<file path="src/rtl/dist_ram_fifo_ctrl.sv">
// First-word fall-through FIFO controller over a simple dual-port distributed RAM.
// Define DIST_RAM_FIFO_ALMOST_FLAGS_EN to get registered threshold almost-full/almost-empty flags.

module sdp_dist_ram #(
  parameter int ADDR_WIDTH = 4,
  parameter int DATA_WIDTH = 32
) (
  input  logic                  clk,
  input  logic                  we,
  input  logic [ADDR_WIDTH-1:0] waddr,
  input  logic [DATA_WIDTH-1:0] wdata,
  input  logic [ADDR_WIDTH-1:0] raddr,
  output logic [DATA_WIDTH-1:0] rdata
);
  logic [DATA_WIDTH-1:0] mem [2**ADDR_WIDTH];

  always_ff @(posedge clk) begin
    if (we) mem[waddr] <= wdata;
  end

  assign rdata = mem[raddr];
endmodule

module dist_ram_fifo_ctrl #(
  parameter int ADDR_WIDTH          = 4,
  parameter int DATA_WIDTH          = 32,
  parameter int ALMOST_FULL_THRESH  = 2**ADDR_WIDTH - 2,
  parameter int ALMOST_EMPTY_THRESH = 2
) (
  input  logic                  i_clk,
  input  logic                  i_rst_n,
  input  logic                  i_wr_valid,
  output logic                  o_wr_ready,
  input  logic [DATA_WIDTH-1:0] i_wr_data,
  output logic                  o_rd_valid,
  input  logic                  i_rd_ready,
  output logic [DATA_WIDTH-1:0] o_rd_data,
  output logic [ADDR_WIDTH:0]   o_count,
  output logic                  o_full,
  output logic                  o_empty,
  output logic                  o_almost_full,
  output logic                  o_almost_empty
);
  localparam int DEPTH = 2**ADDR_WIDTH;
  localparam logic [ADDR_WIDTH:0] CNT_ONE     = (ADDR_WIDTH+1)'(1);
  localparam logic [ADDR_WIDTH:0] CNT_FULL_M1 = (ADDR_WIDTH+1)'(DEPTH-1);

  typedef enum logic [1:0] {S_EMPTY, S_ACTIVE, S_FULL} state_t;

  state_t                state, state_next;
  logic [ADDR_WIDTH:0]   wr_ptr, rd_ptr, count, count_next;
  logic                  push, pop;

  // Handshake terms come only from registered state, so ready/valid never
  // depend combinationally on the partner side.
  assign o_empty    = (state == S_EMPTY);
  assign o_full     = (state == S_FULL);
  assign o_wr_ready = !o_full;
  assign o_rd_valid = !o_empty;
  assign push       = i_wr_valid && o_wr_ready;
  assign pop        = o_rd_valid && i_rd_ready;
  assign o_count    = count;

  sdp_dist_ram #(.ADDR_WIDTH(ADDR_WIDTH), .DATA_WIDTH(DATA_WIDTH)) u_ram (
    .clk   (i_clk),
    .we    (push),
    .waddr (wr_ptr[ADDR_WIDTH-1:0]),
    .wdata (i_wr_data),
    .raddr (rd_ptr[ADDR_WIDTH-1:0]),
    .rdata (o_rd_data)
  );

  always_comb begin
    count_next = count;
    if (push && !pop)      count_next = count + CNT_ONE;
    else if (pop && !push) count_next = count - CNT_ONE;
  end

  always_comb begin
    state_next = state;
    case (state)
      S_EMPTY:  if (push) state_next = S_ACTIVE;
      S_ACTIVE: begin
        if (push && !pop && count == CNT_FULL_M1) state_next = S_FULL;
        else if (pop && !push && count == CNT_ONE) state_next = S_EMPTY;
      end
      S_FULL:   if (pop) state_next = S_ACTIVE;
      default:  state_next = S_EMPTY;
    endcase
  end

  always_ff @(posedge i_clk) begin
    if (!i_rst_n) begin
      state  <= S_EMPTY;
      wr_ptr <= '0;
      rd_ptr <= '0;
      count  <= '0;
    end else begin
      state  <= state_next;
      count  <= count_next;
      if (push) wr_ptr <= wr_ptr + CNT_ONE;
      if (pop)  rd_ptr <= rd_ptr + CNT_ONE;
    end
  end

`ifdef DIST_RAM_FIFO_ALMOST_FLAGS_EN
  localparam logic [ADDR_WIDTH:0] AF_T = (ADDR_WIDTH+1)'(ALMOST_FULL_THRESH);
  localparam logic [ADDR_WIDTH:0] AE_T = (ADDR_WIDTH+1)'(ALMOST_EMPTY_THRESH);

  // Flags track count_next so they change on the same edge as o_count.
  always_ff @(posedge i_clk) begin
    if (!i_rst_n) begin
      o_almost_full  <= 1'b0;
      o_almost_empty <= 1'b1;
    end else begin
      o_almost_full  <= (count_next >= AF_T);
      o_almost_empty <= (count_next <= AE_T);
    end
  end
`else
  assign o_almost_full  = o_full;
  assign o_almost_empty = o_empty;
`endif
endmodule

</file>
<file path="config.mk">
export PLATFORM = sky130hd
export DESIGN_NAME = dist_ram_fifo_ctrl
export DESIGN_NICKNAME = d
export VERILOG_FILES = /design/src/rtl/dist_ram_fifo_ctrl.sv
export SDC_FILE = /design/constraint.sdc
export NUM_CORES = 1
export LEC_CHECK = 0
export ABC_AREA = 1
export BUFFER_PORTS_ARGS = -buffer_cell sky130_fd_sc_hd__buf_2
export CORE_MARGIN = 2
export CORE_UTILIZATION = 62
export CTS_CLUSTER_DIAMETER = 150
export DETAILED_ROUTE_END_ITERATION = 10
export GPL_ROUTABILITY_DRIVEN = 0
export PLACE_DENSITY = 0.82
export SYNTH_ARGS = -nofsm -noshare
export SYNTH_HDL_FRONTEND = slang
export SYNTH_SLANG_ARGS = --single-unit
</file>
<file path="constraint.sdc">
create_clock -name i_clk -period 3.3 [get_ports i_clk]
set_input_delay 0.165 -clock i_clk [delete_from_list [all_inputs] [get_ports i_clk]]
set_output_delay 0.165 -clock i_clk [all_outputs]
set_load 0.01 [all_outputs]
</file>
# Word level (Yosys, flattened, before mapping)
# Memories as Yosys holds them, arrays and structs flattened. A register that Yosys moved wholly into a read port is not among the register bits.
# Cells that the tools add are included.
[word_totals]
ff_bits = 17
latchBits = 0
mem_bits_rw = 512
mem_bits_ro = 0
input_bits = 36
output_inout_bits = 43
word_cells = 40
mem_count = 1
[op_classes]
addsub = 4
n_mul = 0
div = 0
n_lt_le_gt_ge = 0
eq_ne = 7
shifts = 0
muxes = 11
bitwise_logic = 0
reduce_logical = 13
[memory_table]
columns = ["name", "depth", "word_bits", "read_ports", "rd_clocked_by_memory_dff", "write_ports", "line_no", "source"]
rows = [
  ["u_ram.mem", 16, 32, 1, 1, 1, "15", "logic [DATA_WIDTH-1:0] mem [2**ADDR_WIDTH];"],
]
[op_table]
columns = ["op", "count"]
rows = [
  ["$add 5x1->5 const B", 3],
  ["$mux 5", 2],
  ["$mux 2", 4],
  ["$mux 4", 2],
  ["$logic_and 1x1->1", 6],
  ["$pmux 2 s3", 1],
  ["$eq 5x1->1 const B", 1],
  ["$eq 5x4->1 const B", 1],
  ["$sub 5x1->5 const B", 1],
  ["$logic_not 1->1", 4],
  ["$ne 2x1->1 const B", 2],
  ["$ne 3x3->1 const B", 1],
  ["$reduce_and 3->1", 1],
  ["$eq 2x1->1 const B", 1],
  ["$eq 2x2->1 const B", 1],
  ["$logic_not 2->1", 1],
  ["$mux 1", 2],
  ["$reduce_bool 2->1", 1],
]

# Depth between registers and ports, before layout
[logic_depth]
ltp_word = 9
depth_mapped = 12
ltp_nobuf = 12

# Modules after synthesis
# Synthesis repeated with hierarchy kept, for this count alone.
[hier_totals]
hier_cells = 2207
hier_area_um2 = 22943.3
[modules_own_cells]
columns = ["module", "n_inst", "cells_each", "area_per_inst_um2", "seq_area_each_um2"]
rows = [
  ["sdp_dist_ram", 1, 2088, 22089.9, 15374.7],
  ["dist_ram_fifo_ctrl", 1, 119, 853.3, 300.3],
]

# Least setup slack after synthesis
# No wires, ideal clock.
[synth_timing]
path_type = "register -> register"
startpoint = "register state[0]"
endpoint = "memory u_ram.mem[11][0], enable pin"
setup_time_ns = 0.421
t_arrival_ns = 2.218
t_required_ns = 2.879
setup_slack_ns = 0.661
stages_incl_launch_ff = 7
n_path_buf = 0
synth_period_minus_slack_ns = 2.639
cell_sequence = "dfxtp_1 inv_1 nand2_2 nand2_2 inv_2 nand2_1 nor2_1"
[synth_via]
elab_chain_len = 5
[synth_lines]
columns = ["element", "line_no", "source"]
rows = [
  ["start: declaration", "50", "state_t state, state_next;"],
  ["start signal: assignment", "99", "state <= state_next;"],
  ["$eq 2x2->1", "57", "assign o_full = (state == S_FULL);"],
  ["$logic_not 1->1", "58", "assign o_wr_ready = !o_full;"],
  ["named net o_wr_ready", "33", "output logic o_wr_ready,"],
  ["$logic_and 1x1->1", "60", "assign push = i_wr_valid && o_wr_ready;"],
  ["named net push", "52", "logic push, pop;"],
  ["$mux 1", "18", "if (we) mem[waddr] <= wdata;"],
  ["$mux 1 (implied by the code)", "18", ""],
  ["end: declaration", "15", ""],
]
# The timed path passes the listed nets, and every way through them passes these cells.

==> results.cfg <==
[timing]
period_share_pct = 92.6
setup_violations = 0
period_needed_ns = 3.06
fmax_mhz = 327
hold_violations = 0
tns_ns = 0
rsz0062_at_grt = false
maxSlewViolCount = 0
fin_skew_ns = 0.0269
slew_headroom_pct = 34.4
tightest_slew_ns = 0.983

[clock_network]
clockRootBuffer = clkbuf_16
cts_resized = 0
insertion_delay_ns = 0.61
cts_buffers = 51
clk_path_buf_depth = 3
path_clk_slew_ns = 0.06
clock_sinks = 531
cts_hold_buf = 35
post-cts-setup-buffers = 0
cts_max_level = 2
tritoncts = yes

[critical_path]
cp.required_ns = 3.13
critPathKind = flop to output pin
critical_path.top_delay_family = simple AND/OR/NAND/NOR gates
path_max_fanout = 142
worstPathCellList = buf_12 > nand2_1 > nand3_1 > nand3_1 > nand3_1 > nand2_1 > buf_2
crit_path_end_kind = output pin
critPathArrivalTime_ns = 2.89
critPathSlowestCell = dfxtp_4
worst-path-buf-inv = 2
slowest_delay_ns = 0.70
crit_top_cell = nand3_1
start_kind = flop

[layout]
antenna_cells = 0
drive_above_1_share_pct = 8.95
fillCellCount = 2468
final_nets = 2367
synthToLayoutAreaGrowth_pct = 11.7

[run_status]
outcome = complete, no violations

[global_route]
busiest_layer = met2
grt-ovfl-total = 0
grt_usage_pct = 29.3
met1_usage_pct = 37.6
grt_pass1_vias = 16100
grt_max_degree = 143
met2_usage_pct = 49.4
grt_pass1_wl_mm = 86.4
antenna_found_initial = 0
use_met3_pct = 5.36

[synthesis]
synth_warnings = 0
synthTopCellsByArea = edfxtp_1 (67%), nand2_1 (11%), nand3_1 (8.5%), inv_1 (6.7%), dfxtp_1 (1.7%)
synth.largest_area_cell = edfxtp_1
synth.top_cell.area_share_pct = 66.7
synth-seq-cells = 531
seq_area_frac_synth_pct = 68.3
ys_types = 24
avgSynthCellArea_sq_um = 10.4
synthCells = 2223
synth_nets = 2270
syn-cell-area_sq_um = 23100

[floorplanning]
die_x_um = 197
io_pins = 79
coreArea_sq_um = 36600
die-area_sq_um = 38700
start_util_pct = 63.0
rows = 70
dieHeight_um = 197

[worst_hold_path]
hold_class = input pin to flop

[placed_design]
port_buffers = 78
hpwl_mm = 30.2

[route]
finalWirelength_mm = 55.5
drc = 0
dr.first_iter.drc_count = 1918
postRouteAntennaNets = 0
vias = 16100
wl_per_cell_um = 19.7
firstDrtPassIters = 8
vias_per_cell = 5.71

[power_and_ir_drop]
powerDensity_nw_per_um2 = 558
p_leak_uw = 0.0110
peakVddDrop_mv = 0.428
p_total_uw = 14400

[flow_run]
drv_cap = 0
-- worst paths after layout --
path | depth (start not counted) | startpoint | slack, ns | end
worst max register to register | 7 | state[0] | 0.91 | u_ram.mem[14][14]
worst max-delay path | 7 | flop | 0.24 | o_rd_data[3]
worst min register to register | 2 | rd_ptr[3] | 0.52 | flop
worst min-delay path | 4 | i_rst_n | 0.47 | o_count[3]
-- logic make-up after synthesis --
family | Yosys count | share of synthesized area (%)
AND/OR/NAND/NOR | 1139 | 20.8
flip-flops | 531 | 68.3
buffers and inverters | 521 | 9.82
AO/OA/AOI/OAI | 20 | 0.434
adder cells (fa/ha/maj) | 11 | 0.597
XOR/XNOR | 1 | 0.0380
-- tightest hold or removal path, stage by stage --
cell,delay [ns]
dlygate4sd3_1,0.54
buf_2,0.19
nand2_1,0.08
nor2_1,0.03
-- flip-flops by register name (all words and copies together), names as in the netlist, named ones only --
name,cells
o_count,5
rd_ptr,4
state,2
u_ram.mem,512
wr_ptr,4
-- metal layers --
layer	routed length, um	vias to the layer above
li1	-	7353
met1	20800	7616
met2	27500	977
met3	5290	177
met4	1990	0
met5	0	-
-- cell usage after synthesis, drive strengths merged --
| master | instances |
|---|---|
| a21oi | 12 |
| and3 | 1 |
| buf | 95 |
| clkbuf | 14 |
| dfxtp | 19 |
| edfxtp | 512 |
| ha | 11 |
| inv | 412 |
| nand2 | 707 |
| nand3 | 391 |
| nand4 | 1 |
| nor2 | 38 |
| nor3 | 1 |
| o21ai | 8 |
| xnor2 | 1 |
-- per-stage QoR --
stage | hold WS [ns] | cell area [sq um] | instances | util [%] | worst slack, ns
global placement | 0.472 | 23900 | 2700 | 65.2 | 1.04
CTS | 0.460 | 25700 | 2825 | 70.3 | 0.328
detailed placement | 0.499 | 23900 | 2700 | 65.2 | 0.983
global route | 0.472 | 25700 | 2825 | 70.3 | 0.165
finish | 0.468 | 25700 | 2825 | 70.3 | 0.243
floorplan | 0.264 | 23100 | 2223 | - | 0.661
-- layout by cell type, fill, tap and decap left out, drive strengths merged --
| cell | synthesis | final |
|---|---|---|
| nor3 | 1 | 1 |
| clkbuf | 14 | 63 |
| dlygate4sd3 | 0 | 35 |
| edfxtp | 512 | 512 |
| bufinv | 0 | 1 |
| nand4 | 1 | 1 |
| nand2 | 707 | 707 |
| buf | 95 | 118 |
| nand3 | 391 | 391 |
| clkinvlp | 0 | 3 |
| inv | 412 | 411 |
| o21ai | 8 | 8 |
| nor2 | 38 | 38 |
| xnor2 | 1 | 1 |
| clkinv | 0 | 24 |
| and3 | 1 | 1 |
| a21oi | 12 | 12 |
| ha | 11 | 11 |
| dfxtp | 19 | 19 |
-- report_power, final --
group	leakage (uW)	total (uW)	switching (uW)	internal, uW
Sequential	0.00478	7540	60.2	7480
Combinational	0.00549	1450	1000	452
Clock	0.000723	5370	2450	2920
-- layout make-up --
cell class              count  area [sq um]  area share, %
well taps                 468           586           2.28
flip-flops and latches    531         15800           61.3
repair buffers            153          1180           4.58
multi-input cells        1171          5150           20.0
clock buffers              63          1320           5.13
inverters                 412          1550           6.04
clock inverters            27           181          0.705
(Power assumes the default switching activity.)
